`config.mk`:
```
export PLATFORM = sky130hd
export DESIGN_NAME = op_arbiter_flat
export DESIGN_NICKNAME = d
export VERILOG_FILES = /design/src/rtl/ctrl_types_pkg.sv /design/src/rtl/op_arbiter_if.sv /design/src/rtl/rr_pick.sv /design/src/rtl/op_arbiter.sv /design/src/flat_wrapper.sv
export SDC_FILE = /design/constraint.sdc
export NUM_CORES = 1
export LEC_CHECK = 0
export CORE_MARGIN = 4
export CORE_UTILIZATION = 53
export CTS_BUF_LIST = sky130_fd_sc_hd__clkbuf_8 sky130_fd_sc_hd__clkbuf_16
export CTS_CLUSTER_SIZE = 12
export DETAILED_ROUTE_END_ITERATION = 16
export PLACE_DENSITY_LB_ADDON = 0.15
export RECOVER_POWER = 25
export SYNTH_ARGS = -nofsm -noshare
export SYNTH_HDL_FRONTEND = slang
export SYNTH_SLANG_ARGS = --single-unit
```
`constraint.sdc`:
```
create_clock -name clk -period 3.7 [get_ports clk]
set_clock_uncertainty 0.05 [all_clocks]
set_input_delay 0.74 -clock clk [delete_from_list [all_inputs] [get_ports clk]]
set_output_delay 0.74 -clock clk [all_outputs]
set_load 0.02 [all_outputs]
```
`src/rtl/ctrl_types_pkg.sv`:
```
// Shared control-path types for the cache controller and its request arbiter.
//   operation_e : operation code sent to the cache controller (NOOP = no request)
//   arb_state_e : op_arbiter FSM states
//   arb_rsp_t   : registered response payload returned to a requester
package ctrl_types_pkg;

  typedef enum logic [1:0] {
    NOOP   = 2'd0,
    READ   = 2'd1,
    UPSERT = 2'd2,
    DELETE = 2'd3
  } operation_e;

  typedef enum logic [1:0] {
    ARB_IDLE  = 2'd0,
    ARB_ISSUE = 2'd1,
    ARB_WAIT  = 2'd2,
    ARB_RESP  = 2'd3
  } arb_state_e;

  typedef struct packed {
    logic hit;
    logic err;
  } arb_rsp_t;

  // A requester only competes when it is valid and asks for a real operation.
  function automatic logic op_eligible(input logic valid, input operation_e op);
    return valid && (op != NOOP);
  endfunction

endpackage

```
`src/rtl/op_arbiter_if.sv`:
```
// Requester/controller bus of op_arbiter.
//   Requester side : req_valid_in, req_op_in -> req_ready_out, rsp_valid_out,
//                    rsp_hit_out, rsp_err_out, sel_out, busy_out
//   Controller side: ctrl_operation_out -> ctrl_busy_in, ctrl_busy_valid_in,
//                    ctrl_hit_in, ctrl_hit_valid_in, ctrl_operation_valid_in
// slave = arbiter view, master = environment (requesters + controller) view.
interface op_arbiter_if #(
  parameter int unsigned N_REQ = 2
);

  logic [N_REQ-1:0]          req_valid_in;
  ctrl_types_pkg::operation_e req_op_in [N_REQ];
  logic [N_REQ-1:0]          req_ready_out;
  logic [N_REQ-1:0]          rsp_valid_out;
  logic                      rsp_hit_out;
  logic                      rsp_err_out;
  logic [N_REQ-1:0]          sel_out;
  logic                      busy_out;
  ctrl_types_pkg::operation_e ctrl_operation_out;
  logic                      ctrl_busy_in;
  logic                      ctrl_busy_valid_in;
  logic                      ctrl_hit_in;
  logic                      ctrl_hit_valid_in;
  logic                      ctrl_operation_valid_in;

  modport slave (
    input  req_valid_in, req_op_in,
    input  ctrl_busy_in, ctrl_busy_valid_in, ctrl_hit_in, ctrl_hit_valid_in,
           ctrl_operation_valid_in,
    output req_ready_out, rsp_valid_out, rsp_hit_out, rsp_err_out, sel_out,
           busy_out, ctrl_operation_out
  );

  modport master (
    output req_valid_in, req_op_in,
    output ctrl_busy_in, ctrl_busy_valid_in, ctrl_hit_in, ctrl_hit_valid_in,
           ctrl_operation_valid_in,
    input  req_ready_out, rsp_valid_out, rsp_hit_out, rsp_err_out, sel_out,
           busy_out, ctrl_operation_out
  );

endinterface

```
`src/rtl/rr_pick.sv`:
```
// Combinational round-robin picker: first set bit of eligible_i searching
// upward from rr_ptr_i and wrapping.
//   eligible_i : request vector
//   rr_ptr_i   : highest-priority index (must be < N)
//   grant_c    : one-hot winner (zero when none)
//   index_c    : winner index (zero when none)
//   any_c      : at least one eligible request
module rr_pick #(
  parameter int unsigned N  = 2,
  parameter int unsigned IW = 1
) (
  input  logic [N-1:0]  eligible_i,
  input  logic [IW-1:0] rr_ptr_i,
  output logic [N-1:0]  grant_c,
  output logic [IW-1:0] index_c,
  output logic          any_c
);

  logic [IW:0]   cand;
  logic [IW-1:0] cand_idx;

  // Walk N candidates starting at the pointer; the first eligible one wins.
  always_comb begin
    grant_c  = '0;
    index_c  = '0;
    any_c    = 1'b0;
    cand     = '0;
    cand_idx = '0;
    for (int unsigned k = 0; k < N; k++) begin
      cand = (IW+1)'(rr_ptr_i) + (IW+1)'(k);
      if (cand >= (IW+1)'(N)) begin
        cand = cand - (IW+1)'(N);
      end
      cand_idx = IW'(cand);
      if (!any_c && eligible_i[cand_idx]) begin
        any_c             = 1'b1;
        grant_c[cand_idx] = 1'b1;
        index_c           = cand_idx;
      end
    end
  end

endmodule

```
`src/rtl/op_arbiter.sv`:
```
// Round-robin arbiter giving N_REQ requesters exclusive, one-at-a-time use of
// the cache controller, with a watchdog that forces an error response.
//   clk, rst_n : clock, asynchronous active-low reset
//   bus        : op_arbiter_if slave (requester handshakes, owner select,
//                busy flag, controller operation and status)
module op_arbiter
  import ctrl_types_pkg::*;
#(
  parameter int unsigned N_REQ   = 2,
  parameter int unsigned TIMEOUT = 64
) (
  input  logic        clk,
  input  logic        rst_n,
  op_arbiter_if.slave bus
);

  localparam int unsigned   IW       = (N_REQ > 1) ? $clog2(N_REQ) : 1;
  localparam int unsigned   CW       = $clog2(TIMEOUT);
  localparam logic [CW-1:0] CNT_LAST = CW'(TIMEOUT - 1);
  localparam logic [IW-1:0] IDX_LAST = IW'(N_REQ - 1);

  arb_state_e       state_q, state_d;
  logic [IW-1:0]    winner_q, winner_d;
  logic [IW-1:0]    rr_ptr_q, rr_ptr_d;
  logic [CW-1:0]    cnt_q, cnt_d;
  logic [N_REQ-1:0] sel_q, sel_d;
  logic [N_REQ-1:0] ready_q, ready_d;
  logic [N_REQ-1:0] rsp_valid_q, rsp_valid_d;
  arb_rsp_t         rsp_q, rsp_d;
  logic             busy_q, busy_d;
  operation_e       ctrl_op_q, ctrl_op_d;

  logic [N_REQ-1:0] elig_c;
  logic [N_REQ-1:0] grant_c;
  logic [IW-1:0]    index_c;
  logic             any_c;
  logic             done_c;
  logic [CW-1:0]    cnt_inc_c;

  // Eligibility filter: NOOP requests never compete.
  always_comb begin
    elig_c = '0;
    for (int unsigned i = 0; i < N_REQ; i++) begin
      elig_c[i] = op_eligible(bus.req_valid_in[i], bus.req_op_in[i]);
    end
  end

  rr_pick #(
    .N  (N_REQ),
    .IW (IW)
  ) u_rr_pick (
    .eligible_i (elig_c),
    .rr_ptr_i   (rr_ptr_q),
    .grant_c    (grant_c),
    .index_c    (index_c),
    .any_c      (any_c)
  );

  // Next state and next registered outputs. Outputs are computed one cycle
  // early so that they are valid exactly during the state they belong to.
  always_comb begin
    state_d     = state_q;
    winner_d    = winner_q;
    rr_ptr_d    = rr_ptr_q;
    cnt_d       = cnt_q;
    sel_d       = sel_q;
    ready_d     = '0;
    rsp_valid_d = '0;
    rsp_d       = '0;
    ctrl_op_d   = NOOP;
    done_c      = bus.ctrl_busy_valid_in && !bus.ctrl_busy_in;
    // Saturating increment; the timeout fires when it lands on TIMEOUT-1.
    cnt_inc_c   = (cnt_q == CNT_LAST) ? cnt_q : cnt_q + CW'(1);

    case (state_q)
      ARB_IDLE: begin
        if (any_c) begin
          winner_d  = index_c;
          sel_d     = grant_c;
          ready_d   = grant_c;
          ctrl_op_d = bus.req_op_in[index_c];
          state_d   = ARB_ISSUE;
        end
      end

      ARB_ISSUE: begin
        cnt_d   = '0;
        state_d = ARB_WAIT;
      end

      ARB_WAIT: begin
        if (done_c) begin
          rsp_d.err   = !bus.ctrl_operation_valid_in;
          rsp_d.hit   = bus.ctrl_hit_in && bus.ctrl_hit_valid_in &&
                        bus.ctrl_operation_valid_in;
          rsp_valid_d = sel_q;
          state_d     = ARB_RESP;
        end else begin
          cnt_d = cnt_inc_c;
          if (cnt_inc_c == CNT_LAST) begin
            rsp_d.err   = 1'b1;
            rsp_d.hit   = 1'b0;
            rsp_valid_d = sel_q;
            state_d     = ARB_RESP;
          end
        end
      end

      ARB_RESP: begin
        rr_ptr_d = (winner_q == IDX_LAST) ? '0 : winner_q + IW'(1);
        sel_d    = '0;
        state_d  = ARB_IDLE;
      end

      default: begin
        state_d = ARB_IDLE;
        sel_d   = '0;
      end
    endcase

    busy_d = (state_d != ARB_IDLE);
  end

  // All arbiter state; reset aborts any transaction without a response.
  always_ff @(posedge clk or negedge rst_n) begin
    if (!rst_n) begin
      state_q     <= ARB_IDLE;
      winner_q    <= '0;
      rr_ptr_q    <= '0;
      cnt_q       <= '0;
      sel_q       <= '0;
      ready_q     <= '0;
      rsp_valid_q <= '0;
      rsp_q       <= '0;
      busy_q      <= 1'b0;
      ctrl_op_q   <= NOOP;
    end else begin
      state_q     <= state_d;
      winner_q    <= winner_d;
      rr_ptr_q    <= rr_ptr_d;
      cnt_q       <= cnt_d;
      sel_q       <= sel_d;
      ready_q     <= ready_d;
      rsp_valid_q <= rsp_valid_d;
      rsp_q       <= rsp_d;
      busy_q      <= busy_d;
      ctrl_op_q   <= ctrl_op_d;
    end
  end

  assign bus.req_ready_out      = ready_q;
  assign bus.rsp_valid_out      = rsp_valid_q;
  assign bus.rsp_hit_out        = rsp_q.hit;
  assign bus.rsp_err_out        = rsp_q.err;
  assign bus.sel_out            = sel_q;
  assign bus.busy_out           = busy_q;
  assign bus.ctrl_operation_out = ctrl_op_q;

endmodule

```
`src/flat_wrapper.sv`:
```
// flat-port wrapper written by rule: the top's interface ports become plain ports
module op_arbiter_flat import ctrl_types_pkg::*;
#(
  parameter int unsigned N_REQ   = 2,
  parameter int unsigned TIMEOUT = 64
)
  (clk, rst_n, bus_req_valid_in, bus_req_op_in, bus_ctrl_busy_in, bus_ctrl_busy_valid_in, bus_ctrl_hit_in, bus_ctrl_hit_valid_in, bus_ctrl_operation_valid_in, bus_req_ready_out, bus_rsp_valid_out, bus_rsp_hit_out, bus_rsp_err_out, bus_sel_out, bus_busy_out, bus_ctrl_operation_out);
  op_arbiter_if #(.N_REQ(N_REQ)) bus_i ();
  input  logic clk;
  input  logic rst_n;
  input wire logic [$bits(bus_i.req_valid_in)-1:0] bus_req_valid_in;
  input wire logic [$bits(bus_i.req_op_in)-1:0] bus_req_op_in;
  input wire logic [$bits(bus_i.ctrl_busy_in)-1:0] bus_ctrl_busy_in;
  input wire logic [$bits(bus_i.ctrl_busy_valid_in)-1:0] bus_ctrl_busy_valid_in;
  input wire logic [$bits(bus_i.ctrl_hit_in)-1:0] bus_ctrl_hit_in;
  input wire logic [$bits(bus_i.ctrl_hit_valid_in)-1:0] bus_ctrl_hit_valid_in;
  input wire logic [$bits(bus_i.ctrl_operation_valid_in)-1:0] bus_ctrl_operation_valid_in;
  output wire logic [$bits(bus_i.req_ready_out)-1:0] bus_req_ready_out;
  output wire logic [$bits(bus_i.rsp_valid_out)-1:0] bus_rsp_valid_out;
  output wire logic [$bits(bus_i.rsp_hit_out)-1:0] bus_rsp_hit_out;
  output wire logic [$bits(bus_i.rsp_err_out)-1:0] bus_rsp_err_out;
  output wire logic [$bits(bus_i.sel_out)-1:0] bus_sel_out;
  output wire logic [$bits(bus_i.busy_out)-1:0] bus_busy_out;
  output wire logic [$bits(bus_i.ctrl_operation_out)-1:0] bus_ctrl_operation_out;
  assign bus_i.req_valid_in = bus_req_valid_in;
  assign bus_i.req_op_in = {>>{bus_req_op_in}};
  assign bus_i.ctrl_busy_in = bus_ctrl_busy_in;
  assign bus_i.ctrl_busy_valid_in = bus_ctrl_busy_valid_in;
  assign bus_i.ctrl_hit_in = bus_ctrl_hit_in;
  assign bus_i.ctrl_hit_valid_in = bus_ctrl_hit_valid_in;
  assign bus_i.ctrl_operation_valid_in = bus_ctrl_operation_valid_in;
  assign bus_req_ready_out = bus_i.req_ready_out;
  assign bus_rsp_valid_out = bus_i.rsp_valid_out;
  assign bus_rsp_hit_out = bus_i.rsp_hit_out;
  assign bus_rsp_err_out = bus_i.rsp_err_out;
  assign bus_sel_out = bus_i.sel_out;
  assign bus_busy_out = bus_i.busy_out;
  assign bus_ctrl_operation_out = bus_i.ctrl_operation_out;
  op_arbiter #(.N_REQ(N_REQ), .TIMEOUT(TIMEOUT)) u_core (.clk(clk), .rst_n(rst_n), .bus(bus_i));
endmodule
```
### Word-level counts from Yosys, hierarchy flattened

Index checks and enable logic that the tools add are counted.

| word-level totals | value |
|---|---|
| register bits | 21 |
| latch bits | 0 |
| bits in writable memories | 0 |
| memory bits (read-only) | 0 |
| logic and storage cells | 91 |
| memories | 0 |

| cells by class | value |
|---|---|
| $add $sub $neg | 5 |
| multiply operators | 0 |
| divide/modulo/power cells | 0 |
| order comparisons | 7 |
| equality and inequality tests | 7 |
| shifts and indexed selects | 0 |
| multiplexer cells | 39 |
| bitwise gates (word level) | 2 |
| reduce and logical (&&, ||, !) cells | 20 |

Operators by type and width:

| operator | count |
|---|---|
| 2-bit two-way mux | 18 |
| 1-bit two-way mux | 14 |
| 6-bit equality test, second input constant | 2 |
| 6-bit two-way mux | 2 |
| 6-bit case mux with 2 select lines | 1 |
| 2-bit nonzero test | 5 |
| 1-bit logical AND | 8 |
| 2-bit case mux with 4 select lines | 1 |
| 6-bit by 1-bit adder with 6-bit output, second input constant | 1 |
| 2-bit AND reduction | 3 |
| 2-bit equality test, second input constant | 2 |
| 2-bit >= comparator, second input constant | 2 |
| 1-bit by 2-bit less-than comparator with 1-bit output, second input constant | 2 |
| 2-bit case mux with 2 select lines | 1 |
| 1-bit logical NOT | 3 |
| 1-bit by 1-bit adder with 2-bit output, second input constant | 1 |
| 1-bit demux with 1-bit select | 2 |
| 2-bit by 1-bit equality test with 1-bit output, second input constant | 1 |
| 1-bit >= comparator, second input constant | 2 |
| 1-bit by 2-bit >= comparator with 1-bit output, second input constant | 1 |
| 2-bit logical NOT | 1 |
| 2-bit by 1-bit inequality test with 1-bit output, second input constant | 1 |
| 2-bit inequality test, second input constant | 1 |
| 1-bit inverter with 2-bit output | 1 |
| other kinds (3) | 4 |

### Depth between registers and ports, before layout

Gate-level depths: netlist of the first run.

| logic depth | value |
|---|---|
| word-level depth | 14 |
| depth in mapped cells | 6 |
| depth with buffers taken out | 6 |

### By module

From an unflattened synthesis of the first run, not the netlist that was laid out.

| second synthesis, totals | value |
|---|---|
| cells, all modules | 105 |
| area total of the unflattened synthesis | 1,073.5 sq um |

Modules (own cells, without submodules):

| module | times used | cells each | area an instance (sq um) | sequential area each (sq um) |
|---|---|---|---|---|
| op_arbiter | 1 | 100 | 1,041.0 | 525.5 |
| rr_pick | 1 | 5 | 32.5 | 0.0 |

### Least setup slack after synthesis of the first run

OpenSTA, ideal clock, no wires.

| path | value |
|---|---|
| kind | register to register |
| from | reg u_core.cnt_q[0] |
| to | reg u_core.cnt_q[0] |
| arrival time | 1,512 ps |
| data required time | 3,571 ps |
| path slack | 2,058 ps |
| cell stages (with the launch flop) | 6 |
| clock period less this slack | 1,642 ps |
| cells stage by stage | dfrtp_1 ha_1 buf_6 and3_1 a311oi_4 mux2i_1 |

| between the ends | value |
|---|---|
| longest elaborated chain between the ends | 4 |
| elaborated cells on any way between the ends | 5 |
| those cells by class | add/sub: 1; eq/ne: 1; mux: 3 |

RTL lines:

| item | line | source |
|---|---|---|
| start: declaration | op_arbiter.sv:25 | `logic [CW-1:0] cnt_q, cnt_d;` |
| start signal: assignment | op_arbiter.sv:141 | `cnt_q <= cnt_d;` |
| 6-bit by 1-bit adder with 6-bit output or 6-bit equality test (tied branches) | op_arbiter.sv:73 | `cnt_inc_c = (cnt_q == CNT_LAST) ? cnt_q : cnt_q + CW'(1);` |
| 6-bit two-way mux * | op_arbiter.sv:73 |  |
| 6-bit two-way mux * | op_arbiter.sv:92 | `if (done_c) begin` |
| 6-bit case mux with 2 select lines * | op_arbiter.sv:75 | `case (state_q)` |

Every way passes the cells marked *; elsewhere a longest branch is shown, timed or not. The select of a mux whose other input is x is not followed.
A chain may end at the register's enable or synchronous reset.

### Worst setup path after layout of the first run

| path | value |
|---|---|
| from | reg u_core.sel_q[1], in the netlist u_core.bus.sel_out[1] |
| to | out bus_sel_out[1] |

RTL lines:

| item | line | source |
|---|---|---|
| start: declaration | op_arbiter.sv:26 | `logic [N_REQ-1:0] sel_q, sel_d;` |
| start signal: assignment | op_arbiter.sv:142 | `sel_q <= sel_d;` |
| end: declaration | flat_wrapper.sv:22 | `output wire logic [$bits(bus_i.sel_out)-1:0] bus_sel_out;` |

No word-level cell between the ends.

==> results of run 1 <==
-- kinds of logic after synthesis --
logic type	Yosys count	share of synthesized area (%)
xor gates and xnor gates	1	0.807
and+or+nand+nor	33	17.3
AOI/OAI and AO/OA	30	20.6
muxes	3	3.23
buffers and inverters	9	3.92
DFF	21	48.4
adders and majority gates	5	5.76
-- per-stage QoR --
step           worst slack (ns)  area [um^2]  total power [uW]  hold slack (ns)
6_report                   1.65         1380               892            0.399
5_1_grt                    1.58         1380               961            0.421
4_1_cts                    1.64         1380               902            0.403
3_5_place_dp               1.52         1330               747            0.397
3_3_place_gp               1.54         1330               727            0.391
2_1_floorplan              2.06         1090               618            0.365
-- final timing paths --
check / startpoint / endpoint / slack [ns] / depth (start not counted)
max: u_core.bus.sel_out[1] / bus_sel_out[1] / 1.65 / 1
min: u_core.winner_q / u_core.rr_ptr_q / 0.40 / 1
max reg2reg: u_core.cnt_q[0] / u_core.bus.rsp_valid_out[0] / 1.92 / 5
min reg2reg: u_core.winner_q / u_core.rr_ptr_q / 0.40 / 1
max in group asynchronous: rst_n / u_core.bus.req_ready_out[1] / 2.07 / 1
min in group asynchronous: rst_n / u_core.cnt_q[2] / 0.99 / 1
-- layout make-up --
cell class | instances | area share [%]
sequential | 21 | 38.2
multi-input combinational | 72 | 37.6
timing repair buffer | 23 | 16.7
clock buffer | 3 | 3.00
tap | 27 | 2.45
inverter | 6 | 1.64
clock inverter | 1 | 0.364
-- metal layers --
| layer | part of all wire, % | GRT usage (%) | wire length [um] |
|---|---|---|---|
| met1 | 43 | 26.3 | 972 |
| met4 | 3.4 | 12.3 | 77 |
| met5 | 0 | 0 | 0 |
| met3 | 7.4 | 4.51 | 169 |
| met2 | 46 | 28.4 | 1060 |
-- sequential cells by signal, summed over array words and instances (netlist names) --
register	flops
u_core.bus.rsp_hit_out	1
u_core.bus.rsp_valid_out	2
u_core.state_q	2
u_core.winner_q	1
u_core.bus.ctrl_operation_out	2
u_core.cnt_q	6
u_core.bus.req_ready_out	2
u_core.rr_ptr_q	1
u_core.bus.busy_out	1
u_core.bus.rsp_err_out	1
u_core.bus.sel_out	2
-- power by group through the flow --
stage | clock (uW) | combinational, uW | sequential, uW
2_1_floorplan | 0 | 251 | 367
3_3_place_gp | 0 | 385 | 343
3_5_place_dp | 0 | 400 | 346
4_1_cts | 157 | 404 | 342
5_1_grt | 164 | 445 | 352
6_report | 150 | 398 | 344
-- placed cells by master (no fill, tap or decap), types with 2 or more instances in the layout --
cell type        netlist  final
a21oi_1                9      9
a22oi_1                2      2
a311oi_1               2      2
a31oi_1                2      2
a32o_1                 2      2
and2_1                 3      3
clkbuf_8               0      3
clkdlybuf4s50_1        0     21
dfrtp_1               21     21
dlygate4sd3_1          0      2
ha_1                   5      5
inv_1                  6      6
mux2i_1                2      2
nand2_1                7      7
nand2b_1               2      2
nand3_1                3      3
nand4_1                3      3
nor2_1                 5      5
nor2b_1                3      3
nor3b_1                2      2
o21a_1                 2      2
o21ai_0                1      2
o21ai_1                3      2
==> metrics.log, run 1 <==
[metrics] number of vias per cell after detailed routing: 5.85
[metrics] worst-margin pin slew: 0.878 ns
[metrics] number of buffer and inverter stages on the critical path: 1
[metrics] P_int: 546 uW
[metrics] flip-flop and latch area: 526 um^2
[metrics] DIE HEIGHT: 53.3 um
[metrics] category of the worst setup path launch point: flop
[metrics] Synth top cells by count: 21 x dfrtp_1, 9 x a21oi_1, 7 x nand2_1, 6 x inv_1
[metrics] share of layout cells above drive strength 1: 7.14%
[metrics] shortest period the worst path allows: 2.05 ns
[metrics] count of nets left with antenna violations after detail routing: 0
[metrics] Fmax achieved: 488 MHz
[metrics] maximum number of pins on one net before global-route repair: 22
[metrics] synthesis-to-layout area growth: 26.7%
[metrics] most frequently used flop master after synthesis: dfrtp_1
[metrics] total I/O pin count: 24
[metrics] CTS tree: yes
[metrics] signal arrival time at the worst endpoint: 1.26 ns
[metrics] initial cell density of the core: 55.4%
[metrics] CTS Hold Bufs: 0
[metrics] clock latency on the worst-skew pair: 0.26 ns
[metrics] mean cell area of the mapped netlist: 10.6 um^2
[metrics] count of inserted antenna diode cells: 0
[metrics] cells traversed along the worst timing path: clkdlybuf4s50_1
[metrics] DP Wirelength: 1.74 mm
[metrics] total vias in the final route: 895
[metrics] sequential share of the synthesized area: 48.4%
[metrics] Max H-tree Level: 1
[metrics] clock edge transition at the registers on the reported setup and hold paths: 0.07 ns
[metrics] cell family with most CP delay: buffers and inverters
[metrics] GRT Util Overall: 19.7%
[metrics] area share of the largest cell type after synthesis: 48.4%
[metrics] Final #Nets: 145
[metrics] antenna violations before repair: 0
[metrics] cell at the root of the clock tree: clkbuf_8
[metrics] number of max-slew violations in the final report: 0
[metrics] final period utilization: 55.4%
[metrics] cell taking the most area after synthesis: dfrtp_1
[metrics] quantity of I/O buffers inserted on ports: 23
[metrics] starting DRC count in detailed routing: 33
[metrics] Critical Path Sink Type: output port
[metrics] leading cell types by total area after synthesis: dfrtp_1 48%, ha_1 5.8%, a21oi_1 4.1%, a311oi_4 2.4%, nand2_1 2.4%
[metrics] overall routed net length: 2.28 mm
[metrics] number of endpoints failing setup at the final stage: 0
[metrics] class of the most critical setup path: flop to output port
[metrics] Placed Cells: 149
[metrics] slowest cell delay on critical path: 0.62 ns
[metrics] P_sw: 346 uW
[metrics] Routability Congestion: 0.771
[metrics] flip-flop and latch count after synthesis: 21
[metrics] number of nets produced by synthesis: 120
[metrics] switching fraction of total power: 38.8%
[metrics] Yosys cell types: 37
[metrics] static leakage power: 0.000576 uW
[metrics] Layout Cells excl Fill: 153
[metrics] via count of the first global-routing pass: 863
[metrics] synthesized netlist cell count: 102
[metrics] sinks on the clock net: 21
[metrics] Post-CTS Resized: 0
[metrics] power density over the cells: 648 nW/um^2
[metrics] Die Wd: 53.3 um
[metrics] Mapped Area: 1090 um^2
[metrics] portion of total power attributed to the clock network: 16.8%
[metrics] Total Die Area: 2840 um^2
[metrics] number of maximum-capacitance violations: 0
[metrics] number of buffers inserted to repair setup after CTS: 0
[metrics] first-pass iteration count of the detailed router: 4
[metrics] Filler Cells Inserted: 165
[metrics] number of clock buffers inserted by TritonCTS: 3
[metrics] fraction of power consumed by sequential logic: 38.5%
[metrics] DR WL/cell: 14.9 um
[metrics] share of the core filled with cells in the final layout: 70.2%
[metrics] number of DRC violations after detailed routing: 0
[metrics] Gate power share: 44.7%
[metrics] Post-synth EDFFs: 0
[metrics] Final Hold Fails: 0
[metrics] sum of negative setup slack: 0 ns
[metrics] CP Data Required Time: 2.91 ns
[metrics] Synth warnings: 0
[metrics] crit-path max FO: 3
[metrics] unrepaired setup endpoints after global routing: no
[metrics] overall overflow remaining after global route: 0
[metrics] status: finished clean
[metrics] number of rows in the core area: 16
[metrics] maximum VDD drop: 0.410 mV
[metrics] multi-input logic area: 518 um^2
[metrics] worst min-delay path class: flop to flop
[metrics] library cell with the highest instance count after synthesis: dfrtp_1
[metrics] global-route wire length before repair: 3.93 mm
[metrics] headroom to the max-slew limit: 41.3%
[metrics] largest buffer count on any clock path: 2
[metrics] Std-Cell Core Area: 1960 um^2
[metrics] Critical-path top delay cell: clkdlybuf4s50_1
[metrics] post-synthesis async set-or-reset flop share: 100%
Note: power is estimated with default switching activity, not from simulation.
==> run 2, diff against run 1 <==
CORE_UTILIZATION = 44   (was 53)
clock period = 1.8 ns   (was 3.7 ns; I/O delays follow)
==> run 2 against run 1 <==
Effect of this change:
- routed wire length up 2.5%
- setup slack worse by 1.5 ns
- hold slack worse by 0.0079 ns
- critical path type is now flop to flop
- largest power group unchanged
==> metrics.log, run 2 (synthesis results as in run 1) <==
[metrics] status: finished clean
[metrics] CP Data Required Time: 1.86 ns (-1.05 ns)
[metrics] via count of the first global-routing pass: 857 (-0.70%)
[metrics] Critical Path Sink Type: flop
[metrics] clock edge transition at the registers on the reported setup and hold paths: 0.08 ns (about the same)
[metrics] Max H-tree Level: 1 (unchanged)
[metrics] CTS Hold Bufs: 0 (unchanged)
[metrics] cell at the root of the clock tree: clkbuf_8
[metrics] starting DRC count in detailed routing: 23 (-30%)
[metrics] largest buffer count on any clock path: 2 (unchanged)
[metrics] synthesis-to-layout area growth: 32.6%
[metrics] number of max-slew violations in the final report: 0 (unchanged)
[metrics] DIE HEIGHT: 57.7 um (+8.3%)
[metrics] DR WL/cell: 14.5 um (-2.5%)
[metrics] number of vias per cell after detailed routing: 5.57 (-4.9%)
[metrics] shortest period the worst path allows: 1.68 ns
[metrics] Routability Congestion: 0.798 (+3.6%)
[metrics] total vias in the final route: 896 (+0.11%)
[metrics] number of clock buffers inserted by TritonCTS: 3 (unchanged)
[metrics] count of nets left with antenna violations after detail routing: 0 (unchanged)
[metrics] Layout Cells excl Fill: 161 (+5.2%)
[metrics] worst hold slack across all endpoints: 0.391 ns (-0.00786 ns)
[metrics] DP Wirelength: 1.79 mm (+2.7%)
[metrics] smallest setup slack after layout: 0.124 ns (-1.53 ns)
[metrics] class of the most critical setup path: flop to flop
[metrics] maximum VDD drop: 0.986 mV (+140%)
[metrics] share of the core filled with cells in the final layout: 63.3% (-6.9 points)
[metrics] worst min-delay path class: flop to flop
[metrics] number of endpoints failing setup at the final stage: 0 (unchanged)
[metrics] GRT Util Overall: 15.3% (-4.4 points)
[metrics] share of layout cells above drive strength 1: 12.0% (+4.9 points)
[metrics] Total Die Area: 3330 um^2 (+17%)
[metrics] number of maximum-capacitance violations: 0 (unchanged)
[metrics] crit-path max FO: 9 (+6)
[metrics] Fmax achieved: 597 MHz
[metrics] global-route wire length before repair: 3.95 mm (+0.51%)
[metrics] sum of negative setup slack: 0 ns (unchanged)
[metrics] max FFs per register: 6 (unchanged)
[metrics] total I/O pin count: 24 (unchanged)
[metrics] Die Wd: 57.7 um (+8.3%)
[metrics] headroom to the max-slew limit: 25.0% (-16 points)
[metrics] static leakage power: 0.000604 uW (+4.8%)
[metrics] Final Hold Fails: 0 (unchanged)
[metrics] clock latency on the worst-skew pair: 0.25 ns (about the same)
[metrics] quantity of I/O buffers inserted on ports: 23 (unchanged)
[metrics] first-pass iteration count of the detailed router: 4 (unchanged)
[metrics] initial cell density of the core: 47.7% (-7.6 points)
[metrics] highest-count cells in the layout ignoring fill and taps: 23 x clkdlybuf4s50_1, 21 x dfrtp_1, 9 x a21oi_1, 7 x nand2_1
[metrics] most frequent standard cell in the layout excluding fill and tap cells: clkdlybuf4s50_1
[metrics] overall routed net length: 2.34 mm (+2.5%)
[metrics] number of DRC violations after detailed routing: 0 (unchanged)
[metrics] worst-margin pin slew: 1.12 ns (+0.246 ns)
[metrics] Std-Cell Core Area: 2280 um^2 (+16%)
[metrics] Placed Cells: 157 (+5.4%)
[metrics] Final #Nets: 152 (+4.8%)
[metrics] unrepaired setup endpoints after global routing: no
[metrics] power density over the cells: 1340 nW/um^2 (+110%)
[metrics] final period utilization: 93.1%
[metrics] number of rows in the core area: 17 (+1)
[metrics] worst slack after detailed placement: -0.000999 ns (-1.52 ns)
[metrics] signal arrival time at the worst endpoint: 1.74 ns (+0.48 ns)
[metrics] category of the worst setup path launch point: flop
[metrics] sinks on the clock net: 21 (unchanged)
[metrics] overall overflow remaining after global route: 0 (unchanged)
[metrics] Reg with most FFs: u_core.cnt_q
[metrics] CTS tree: yes
[metrics] antenna violations before repair: 0 (unchanged)
[metrics] maximum number of pins on one net before global-route repair: 22 (unchanged)
[metrics] count of inserted antenna diode cells: 0 (unchanged)
run 2: cell types whose count changed in the layout (fill, tap and decap cells not counted), sizes merged:
cell           delta
clkbuf            +1
buf               +6
dlygate4sd3       -2
clkdlybuf4s50     +2
run 2: worst paths after layout:
kind / end / slack, ns / depth (start not counted) / from
worst max register to register: u_core.cnt_q[2] / 0.12 / 4 / u_core.cnt_q[1]
worst max-delay path: u_core.cnt_q[2] / 0.12 / 4 / u_core.cnt_q[1]
max in group asynchronous: u_core.winner_q / 0.32 / 2 / rst_n
worst min register to register: u_core.rr_ptr_q / 0.39 / 1 / u_core.winner_q
worst min-delay path: u_core.rr_ptr_q / 0.39 / 1 / u_core.winner_q
min in group asynchronous: u_core.cnt_q[2] / 0.71 / 2 / rst_n
run 2: repair_timing:
| item | in CTS | in global routing |
|---|---|---|
| setup endpoints to repair | 0 | 6 |
| gates resized for setup | 0 | 2 |
| endpoints found under the hold margin | 0 | 0 |
| setup buffers | 0 | 0 |
run 2: stage by stage:
stage               cell area, um^2  power [uW]
floorplan                      1090        1270
global placement               1380        1580
detailed placement             1380        1610
CTS                            1430        1920
global route                   1440        2070
finish                         1440        1930
run 2: power by group:
group	internal [uW]	switching, uW
registers	599	93.9
clock network	154	151
logic	439	490
total	1190	735
run 2: per-layer routing:
layer	track usage, %	vias to the layer above	routed length (um)
li1	-	433	-
met1	21.4	434	1090
met2	23.5	27	1060
met3	3.34	2	168
met4	4.97	0	17
met5	0	-	0
run 2: final cells by class:
cell class / instances / area [um^2]
clock inverter: 1 / 5.00
inverter: 6 / 22.5
fill: 183 / 836
multi-input combinational: 72 / 532
timing repair buffer: 30 / 279
tap: 28 / 35.0
clock buffer: 3 / 41.3
sequential: 21 / 526
run 2: worst max-delay path, stage by stage (launching register included):
cell	delay [ns]
dfrtp_1	0.42
ha_2	0.24
and3_1	0.24
a311oi_4	0.42
a311oi_1	0.17
